==> config.mk <==
export PLATFORM = sky130hd
export DESIGN_NAME = ahb3lite_burst_master
export DESIGN_NICKNAME = d
export VERILOG_FILES = /design/src/rtl/ahb3lite_pkg.sv /design/src/rtl/ahb3lite_burst_master.sv
export SDC_FILE = /design/constraint.sdc
export NUM_CORES = 1
export LEC_CHECK = 0
export ABC_AREA = 1
export BUFFER_PORTS_ARGS = -buffer_cell sky130_fd_sc_hd__buf_2
export CAP_MARGIN = 40
export CORE_MARGIN = 1.5
export CORE_UTILIZATION = 53
export CTS_CLUSTER_DIAMETER = 40
export DETAILED_ROUTE_END_ITERATION = 6
export PLACE_DENSITY = 0.95
export SETUP_SLACK_MARGIN = 0.2
export SYNTH_ARGS = -nofsm -noshare
export SYNTH_HDL_FRONTEND = slang
export SYNTH_SLANG_ARGS = --single-unit
export TNS_END_PERCENT = 5
==> constraint.sdc <==
create_clock -name HCLK -period 3.59 [get_ports HCLK]
set_input_delay 0.5385 -clock HCLK [delete_from_list [all_inputs] [get_ports HCLK]]
set_output_delay 0.5385 -clock HCLK [all_outputs]
set_load 0.05 [all_outputs]
==> src/rtl/ahb3lite_pkg.sv <==
// AHB3-Lite protocol constants shared by AHB masters and slaves in this
// codebase: HTRANS, HBURST, HSIZE and HRESP encodings.
package ahb3lite_pkg;

  localparam logic [1:0] HTRANS_IDLE   = 2'b00;
  localparam logic [1:0] HTRANS_BUSY   = 2'b01;
  localparam logic [1:0] HTRANS_NONSEQ = 2'b10;
  localparam logic [1:0] HTRANS_SEQ    = 2'b11;

  localparam logic [2:0] HBURST_SINGLE = 3'b000;
  localparam logic [2:0] HBURST_INCR   = 3'b001;
  localparam logic [2:0] HBURST_WRAP4  = 3'b010;
  localparam logic [2:0] HBURST_INCR4  = 3'b011;
  localparam logic [2:0] HBURST_WRAP8  = 3'b100;
  localparam logic [2:0] HBURST_INCR8  = 3'b101;
  localparam logic [2:0] HBURST_WRAP16 = 3'b110;
  localparam logic [2:0] HBURST_INCR16 = 3'b111;

  localparam logic [2:0] HSIZE_BYTE  = 3'b000;
  localparam logic [2:0] HSIZE_HWORD = 3'b001;
  localparam logic [2:0] HSIZE_WORD  = 3'b010;
  localparam logic [2:0] HSIZE_DWORD = 3'b011;

  localparam logic HRESP_OKAY  = 1'b0;
  localparam logic HRESP_ERROR = 1'b1;

endpackage

==> src/rtl/ahb3lite_burst_master.sv <==
// AHB3-Lite burst master: turns one command (address, direction, size,
// beat count) into a pipelined INCR/SINGLE burst, streaming write data in
// and read data out. Bursts are restarted with NONSEQ at 1 KB boundaries.
// Optional: define AHB3LITE_BURST_MASTER_FIXED_BURST_EN to issue
// INCR4/INCR8/INCR16 for 4/8/16-beat commands that stay inside 1 KB.
//
// Handshakes: a transfer on cmd_* or wdata* happens in a cycle where both
// valid and ready are high; a source that raises valid must hold it (and
// its payload) stable until that cycle. Write beats rely on this: a beat is
// shown as NONSEQ/SEQ only while wdata_valid is high, and the word is taken
// when that address phase completes.
module ahb3lite_burst_master
  import ahb3lite_pkg::*;
#(
  parameter int HADDR_SIZE = 32,
  parameter int HDATA_SIZE = 32,
  parameter int MAX_BEATS  = 16,
  localparam int BW        = $clog2(MAX_BEATS + 1)
) (
  input  logic                  HRESETn,
  input  logic                  HCLK,
  input  logic                  cmd_valid,
  output logic                  cmd_ready,
  input  logic [HADDR_SIZE-1:0] cmd_addr,
  input  logic                  cmd_write,
  input  logic [2:0]            cmd_size,
  input  logic [BW-1:0]         cmd_beats,
  input  logic                  wdata_valid,
  output logic                  wdata_ready,
  input  logic [HDATA_SIZE-1:0] wdata,
  output logic                  rdata_valid,
  output logic [HDATA_SIZE-1:0] rdata,
  output logic                  done,
  output logic                  err,
  output logic [HADDR_SIZE-1:0] HADDR,
  output logic [HDATA_SIZE-1:0] HWDATA,
  output logic                  HWRITE,
  output logic [2:0]            HSIZE,
  output logic [2:0]            HBURST,
  output logic [3:0]            HPROT,
  output logic [1:0]            HTRANS,
  output logic                  HMASTLOCK,
  input  logic [HDATA_SIZE-1:0] HRDATA,
  input  logic                  HREADY,
  input  logic                  HRESP,
  output logic [1:0]            fsm_state
);

  // ADDR: address phases still to issue; DATA: only the last data phase
  // outstanding; ERR: second cycle of an error response (or illegal command).
  typedef enum logic [1:0] {
    ST_IDLE = 2'd0,
    ST_ADDR = 2'd1,
    ST_DATA = 2'd2,
    ST_ERR  = 2'd3
  } state_t;

  localparam logic [2:0] MAX_SIZE = 3'($clog2(HDATA_SIZE / 8));

  state_t                state_q, state_d;
  logic [HADDR_SIZE-1:0] haddr_q;
  logic [HDATA_SIZE-1:0] hwdata_q;
  logic                  hwrite_q;
  logic [2:0]            hsize_q;
  logic [2:0]            hburst_q;
  logic [1:0]            htrans_q;
  logic [BW-1:0]         beats_left_q;
  logic                  dphase_q;

  logic                  cmd_fire;
  logic                  cmd_illegal;
  logic [2:0]            first_burst;
  logic [HADDR_SIZE-1:0] next_addr;
  logic                  crosses_1k;
  logic                  addr_phase;
  logic                  addr_xfer;
  logic                  last_addr;
  logic                  data_err;

  assign cmd_fire    = cmd_valid & cmd_ready;
  assign cmd_illegal = (cmd_size > MAX_SIZE) || (cmd_beats == '0) ||
                       (int'(cmd_beats) > MAX_BEATS);
  assign next_addr   = haddr_q + (HADDR_SIZE'(1) << hsize_q);
  assign crosses_1k  = (next_addr >> 10) != (haddr_q >> 10);
  assign addr_phase  = (state_q == ST_ADDR) && htrans_q[1] && (!hwrite_q || wdata_valid);
  assign addr_xfer   = addr_phase && HREADY;
  assign last_addr   = (beats_left_q == BW'(1));
  assign data_err    = dphase_q && !HREADY && (HRESP == HRESP_ERROR);

`ifdef AHB3LITE_BURST_MASTER_FIXED_BURST_EN
  logic [HADDR_SIZE-1:0] cmd_last_addr;
  logic                  cmd_span_cross;
  assign cmd_last_addr  = cmd_addr + (HADDR_SIZE'(cmd_beats - BW'(1)) << cmd_size);
  assign cmd_span_cross = (cmd_last_addr >> 10) != (cmd_addr >> 10);
`endif

  // Burst type for the first beat of an accepted command.
  always_comb begin
    first_burst = (cmd_beats == BW'(1)) ? HBURST_SINGLE : HBURST_INCR;
`ifdef AHB3LITE_BURST_MASTER_FIXED_BURST_EN
    if (!cmd_span_cross) begin
      if (int'(cmd_beats) == 4)       first_burst = HBURST_INCR4;
      else if (int'(cmd_beats) == 8)  first_burst = HBURST_INCR8;
      else if (int'(cmd_beats) == 16) first_burst = HBURST_INCR16;
    end
`endif
  end

  // State register.
  always_ff @(posedge HCLK or negedge HRESETn) begin
    if (!HRESETn) state_q <= ST_IDLE;
    else          state_q <= state_d;
  end

  // Next state and command/status outputs.
  always_comb begin
    state_d   = state_q;
    cmd_ready = 1'b0;
    done      = 1'b0;
    err       = 1'b0;
    case (state_q)
      ST_IDLE: begin
        cmd_ready = 1'b1;
        if (cmd_fire) state_d = cmd_illegal ? ST_ERR : ST_ADDR;
      end
      ST_ADDR: begin
        if (data_err)                    state_d = ST_ERR;
        else if (addr_xfer && last_addr) state_d = ST_DATA;
      end
      ST_DATA: begin
        if (data_err) state_d = ST_ERR;
        else if (HREADY) begin
          done    = 1'b1;
          err     = (HRESP == HRESP_ERROR);
          state_d = ST_IDLE;
        end
      end
      ST_ERR: begin
        done    = 1'b1;
        err     = 1'b1;
        state_d = ST_IDLE;
      end
      default: state_d = ST_IDLE;
    endcase
  end

  // Write beats without data show IDLE (burst start) or BUSY (mid-burst).
  always_comb begin
    HTRANS = htrans_q;
    if ((state_q == ST_ADDR) && hwrite_q && !wdata_valid) begin
      if (htrans_q == HTRANS_NONSEQ)   HTRANS = HTRANS_IDLE;
      else if (htrans_q == HTRANS_SEQ) HTRANS = HTRANS_BUSY;
    end
  end

  // Address/control pipeline: advances only when the bus accepts a phase.
  always_ff @(posedge HCLK or negedge HRESETn) begin
    if (!HRESETn) begin
      haddr_q      <= '0;
      hwdata_q     <= '0;
      hwrite_q     <= 1'b0;
      hsize_q      <= 3'b000;
      hburst_q     <= HBURST_SINGLE;
      htrans_q     <= HTRANS_IDLE;
      beats_left_q <= '0;
      dphase_q     <= 1'b0;
    end else if (state_q == ST_IDLE) begin
      dphase_q <= 1'b0;
      if (cmd_fire && !cmd_illegal) begin
        haddr_q      <= cmd_addr;
        hwrite_q     <= cmd_write;
        hsize_q      <= cmd_size;
        hburst_q     <= first_burst;
        htrans_q     <= HTRANS_NONSEQ;
        beats_left_q <= cmd_beats;
      end
    end else if ((state_q == ST_ADDR) || (state_q == ST_DATA)) begin
      if (data_err) begin
        htrans_q <= HTRANS_IDLE;
        dphase_q <= 1'b0;
      end else begin
        if (HREADY) dphase_q <= addr_xfer;
        if (addr_xfer) begin
          beats_left_q <= beats_left_q - BW'(1);
          if (hwrite_q) hwdata_q <= wdata;
          if (last_addr) begin
            htrans_q <= HTRANS_IDLE;
          end else begin
            haddr_q  <= next_addr;
            htrans_q <= crosses_1k ? HTRANS_NONSEQ : HTRANS_SEQ;
            if (crosses_1k) hburst_q <= HBURST_INCR;
          end
        end
      end
    end else begin
      htrans_q <= HTRANS_IDLE;
      dphase_q <= 1'b0;
    end
  end

  assign wdata_ready = addr_xfer && hwrite_q;
  assign rdata_valid = ((state_q == ST_ADDR) || (state_q == ST_DATA)) && dphase_q &&
                       !hwrite_q && HREADY && (HRESP == HRESP_OKAY);
  assign rdata       = HRDATA;
  assign HADDR       = haddr_q;
  assign HWDATA      = hwdata_q;
  assign HWRITE      = hwrite_q;
  assign HSIZE       = hsize_q;
  assign HBURST      = hburst_q;
  assign HPROT       = 4'b0011;
  assign HMASTLOCK   = 1'b0;
  assign fsm_state   = state_q;

endmodule
* Yosys cells after proc, flatten, opt, wreduce, memory -nomap -nowiden
Cells that the tools add are included.
** Operators by class
- Bitwise gates (word level) :: 4
- Eq/ne operators :: 16
- Mux-type cells :: 47
- Reductions and logical operators :: 34
- Add/sub/neg operators :: 2
- Magnitude comparators :: 2
- Shift operators :: 1
** Operators with widths (count)
- 32-bit two-way mux :: 6
- 32-bit adder :: 1
- 1-bit by 3-bit left shift with 32-bit output, first input constant :: 1
- 2-bit two-way mux :: 15
- 5-bit two-way mux :: 5
- 22-bit != test :: 1
- 3-bit two-way mux :: 7
- 1-bit logical AND :: 14
- 1-bit two-way mux :: 11
- 5-bit by 1-bit == test with 1-bit output, second input constant :: 2
- 5-bit AND reduction :: 2
- 2-bit == test, second input constant :: 4
- 4-bit != test, second input constant :: 2
- 2-bit case mux with 4 select lines :: 1
- 2-bit by 1-bit != test with 1-bit output, second input constant :: 3
- 3-bit != test, second input constant :: 2
- 6-bit AND reduction :: 1
- 2-bit nonzero test :: 3
- 5-bit > comparator, second input constant :: 1
- 5-bit zero test :: 1
- 5-bit by 1-bit subtractor with 5-bit output, second input constant :: 1
- 1-bit zero test :: 4
- 1-bit logical OR :: 4
- 1-bit case mux with 2 select lines :: 2
- other kinds (9) :: 12
** Word-level totals
- Logic and storage cells :: 115
- Register bits :: 81
- Bits of input ports :: 111
- Output and inout bits :: 117

* Longest topological paths before layout
- Word-level depth :: 9
- Mapped depth :: 16
- Gate-level depth less buffers :: 15

* Worst setup path before layout
Ideal clock, no wire load.
- Path kind :: register to output
- From :: register state_q[0] (netlist: fsm_state[0])
- To :: output rdata_valid
- Cell stages (with the launch flop) :: 5
- Path buffers :: 0
- Arrival time :: 2.719 ns
- Required time :: 3.052 ns
- Path slack :: 0.333 ns
- Cells stage by stage :: dfrtp_1 inv_1 ha_1 nand2_1 nor4_1
** On the way
- Cells in the longest elaborated chain, start to end :: 6
** Ends and longest elaborated chain
- from (decl) :: RTL line ahb3lite_burst_master.sv:60 : state_t state_q, state_d;
- from (signal assigned) :: RTL line ahb3lite_burst_master.sv:112 : else state_q <= state_d;
- 2-bit by 1-bit == test with 1-bit output / 2-bit == test (equally long branches) :: RTL line ahb3lite_burst_master.sv:202 : assign rdata_valid = ((state_q == ST_ADDR) || (state_q == ST_DATA)) && dphase_q &&
- 1-bit logical OR (*) :: RTL line ahb3lite_burst_master.sv:202
- 1-bit logical AND (*) (2 in a row) :: RTL line ahb3lite_burst_master.sv:202
- 1-bit logical AND (*) (2 in a row) :: RTL line ahb3lite_burst_master.sv:203 : !hwrite_q && HREADY && (HRESP == HRESP_OKAY);
- to (decl) :: RTL line ahb3lite_burst_master.sv:31 : output logic rdata_valid,
Every way passes the cells marked *; elsewhere a longest branch is shown, timed or not.

* Worst setup path in the final report
Ends and elaborated chain as after synthesis.

==> results.ini <==
[synthesis]
yosysTopAreaCellShare_pct = 36.17
ys_seq_area_share_pct = 36.17
synth_edf_count = 0
synth_top_family_by_area = simple AND/OR/NAND/NOR gates
synth_cell_types = 46
synth-xor-area-share_pct = 0.6410
syn_area_per_cell_um2 = 6.989
ys_warn_count = 0
synthCells = 782
async_flop_share_pct = 100.0
synth-simple-area-share_pct = 32.26
synth-compound-area-share_pct = 11.72
synthTopCellsByArea = dfrtp_1 (36%), nand2_1 (17%), inv_1 (6.7%)
synth_top_area_cell = dfrtp_1
synth_seq_cells = 79
synthesis.area_um2 = 5465
synthAdderAreaFrac_pct = 3.571
synth_flop_cell = dfrtp_1
synthMuxAreaShare_pct = 0

[pwr]
comb_power_share_pct = 62.5
p_int_mw = 2.597
swShare_pct = 59.07
irDropWorstVdd_mv = 0.6378
power_frac_seq_pct = 27.5
p_leak_nw = 3.490
power_frac_clock_pct = 10.0
p_per_area_nw_per_um2 = 1019
p_switching_mw = 3.748

[grt]
grt_pass1_wl_um = 22600
use_met2_pct = 41.12
busiest_layer = met2
gr-total-overflow = 0
grt_usage_pct = 25.06
grt_use_met1_pct = 31.69
grt_pass1_vias = 5013
grt_max_degree = 65
grtUsageMet3_pct = 5.677
antenna_found_initial = 1

[setup_path]
cp_top_family = flip-flops
worst_setup_path_start_kind = flip-flop
reg2regPathDepth = 5
r2r_start = fsm_state[0]$_DFFE_PN0P_
worstReg2RegEnd = HWDATA[31]$_DFFE_PN0P_
worst_path_largest_cell_delay_ps = 430
cp_slowest_cell = dfrtp_1
rrSetupSlack_ps = 1190
worstPathRequired_ps = 3050
cp_data_arrival_time_ps = 1870
critPathMaxFanout = 5
cp.depth = 5
setup.worst_path.end = rdata_valid
criticalPathCategory = flip-flop to output port
crit_chain = inv_1 -> ha_1 -> nand2_1 -> nor4_1 -> buf_2
critPathCaptureType = output port
startpoint = fsm_state[0]$_DFFE_PN0P_
critPathBufInv = 2

[clock_tree]
path_clk_slew_ps = 90
clk_latency_ps = 350
htreeDepth = 3
postCtsSetupRepairBufs = 0
root_buffer = clkbuf_8
cts_sinks = 79
cts_tree = done
cts_buffer_depth = 2
cts_buffers = 9
hold_buffers = 0
cts_resized = 0

[timing]
layout_min_cycle_time_ps = 2407
rsz0062_at_grt = no
finalCritPeriodShare_pct = 67.06
worst_pin_slew_ps = 807.7
slew_viol_final = 0
hold-worst-slack_ps = 77.23
fin_tns_setup_ps = 0
timing_hold_violations_final = 0
max-slew-margin-rel_pct = 46.05
fmax_mhz = 415.4
fin_skew_ps = 12.34
setup_viol = 0

[floorplan]
dieArea_um2 = 10930
dieWidth_um = 104.5
die_y_um = 104.5
io_pins = 228
row_count = 36
core_um2 = 9910
initial_utilization_pct = 55.15

[layout]
multi_input_area_um2 = 2660
fin_util_pct = 62.87
fill_cells = 918
stdcell_count = 1031
regArea_um2 = 1977
syn_to_final_growth_pct = 13.99
nNetsFinal = 1018
final_layout_size_suffix_gt1_share_pct = 24.30

[placement]
finalWeightedCongestion = 0.9181
dpl.cell_count = 1014
hpwl_um = 10070
port_buffers = 156

[route]
routedWlPerCell_um = 13.03
drc = 0
num_vias = 5315
first_pass_iters = 5
viasPerCell = 5.155
totalWireLength_um = 13430
drt-initial-drc-count = 276
antenna_left = 0

[job]
cap_violations = 0

[outcome]
status = complete, no violations

[worst_hold_path]
hp-class = primary input to asynchronous set/reset pin

area by class of cell:
class,instances,share of cell area (%)
multi-input cells,533,42.70
flip-flops and latches,79,31.73
repair buffers,159,13.26
inverters,110,6.628
well taps,133,2.671
clock buffers,12,2.490
clock inverters,4,0.4820
diodes,1,0.04017
stage by stage:
stage | power, mW | area [um^2] | worst slack [ps]
floorplan | 4.923 | 5484 | 332.7
global placement | 5.605 | 6015 | 1307
detailed placement | 5.706 | 6042 | 1184
CTS | 6.351 | 6227 | 1166
global route | 6.815 | 6227 | 916.7
finish | 6.345 | 6230 | 1183
Yosys cell counts, types with 3 or more instances:
cell / count
nand3_1: 34
nor3_1: 16
nand4_1: 16
inv_1: 97
buf_4: 42
ha_1: 14
clkinv_1: 3
nor2_2: 4
or2_2: 5
a21oi_1: 14
inv_2: 10
nor2_1: 48
o21ai_1: 59
o21ai_0: 22
dfrtp_1: 79
nand2_1: 245
buf_2: 14
clkbuf_1: 5
a31oi_1: 3
o31ai_2: 3
nand2_2: 7
o211ai_1: 5
sequential cells by signal, summed over array words and instances, names as in the netlist:
signal        cells
HADDR            32
HBURST            1
HSIZE             3
HWDATA           32
HWRITE            1
beats_left_q      5
dphase_q          1
fsm_state         2
htrans_q          2
routing by layer:
metal	routed length [um]	vias up
li1	-	2649
met1	5543	2355
met2	6284	275
met3	1298	34
met4	293	2
met5	12	-
power groups by stage:
stage / Clock [mW] / Sequential [mW] / Combinational, mW
after CTS: 0.643 / 1.74 / 3.97
after global placement: 0 / 1.73 / 3.87
final: 0.632 / 1.75 / 3.97
after floorplan: 0 / 2.98 / 1.94
after detailed placement: 0 / 1.74 / 3.97
after global routing: 0.686 / 1.81 / 4.32
kinds of logic (layout without fill, tap and decap cells):
group,count (synthesis),after routing
compound gates,115,115
xor+xnor,4,4
fa+ha+maj,15,15
buf+inv,175,285
flops,79,79
other cells,2,8
simple gates,392,392
worst min-delay path by stage:
stage	startpoint	endpoint	slack, ps	cells past startpoint
2_1_floorplan	HRESETn	HADDR[0]$_DFFE_PN0P_	240	0
3_3_place_gp	HBURST[0]$_DFFE_PN0P_	HBURST[0]$_DFFE_PN0P_	450	2
3_5_place_dp	HRESETn	HADDR[0]$_DFFE_PN0P_	460	1
4_1_cts	HRESETn	HADDR[0]$_DFFE_PN0P_	80	1
5_1_grt	HRESETn	HADDR[0]$_DFFE_PN0P_	80	1
6_report	HRESETn	HADDR[0]$_DFFE_PN0P_	80	1
layout by cell type, fill, tap and decap left out, types with 11 or more instances in the layout:
| cell type | Yosys | routed |
|---|---|---|
| nand2_1 | 245 | 245 |
| buf_2 | 14 | 155 |
| inv_1 | 97 | 97 |
| dfrtp_1 | 79 | 79 |
| o21ai_1 | 59 | 59 |
| nor2_1 | 48 | 48 |
| nand3_1 | 34 | 34 |
| o21ai_0 | 22 | 22 |
| nor3_1 | 16 | 16 |
| nand4_1 | 16 | 16 |
| a21oi_1 | 14 | 14 |
| ha_1 | 14 | 14 |
| clkbuf_8 | 0 | 11 |
No activity file was read; power rests on OpenSTA's default activity.
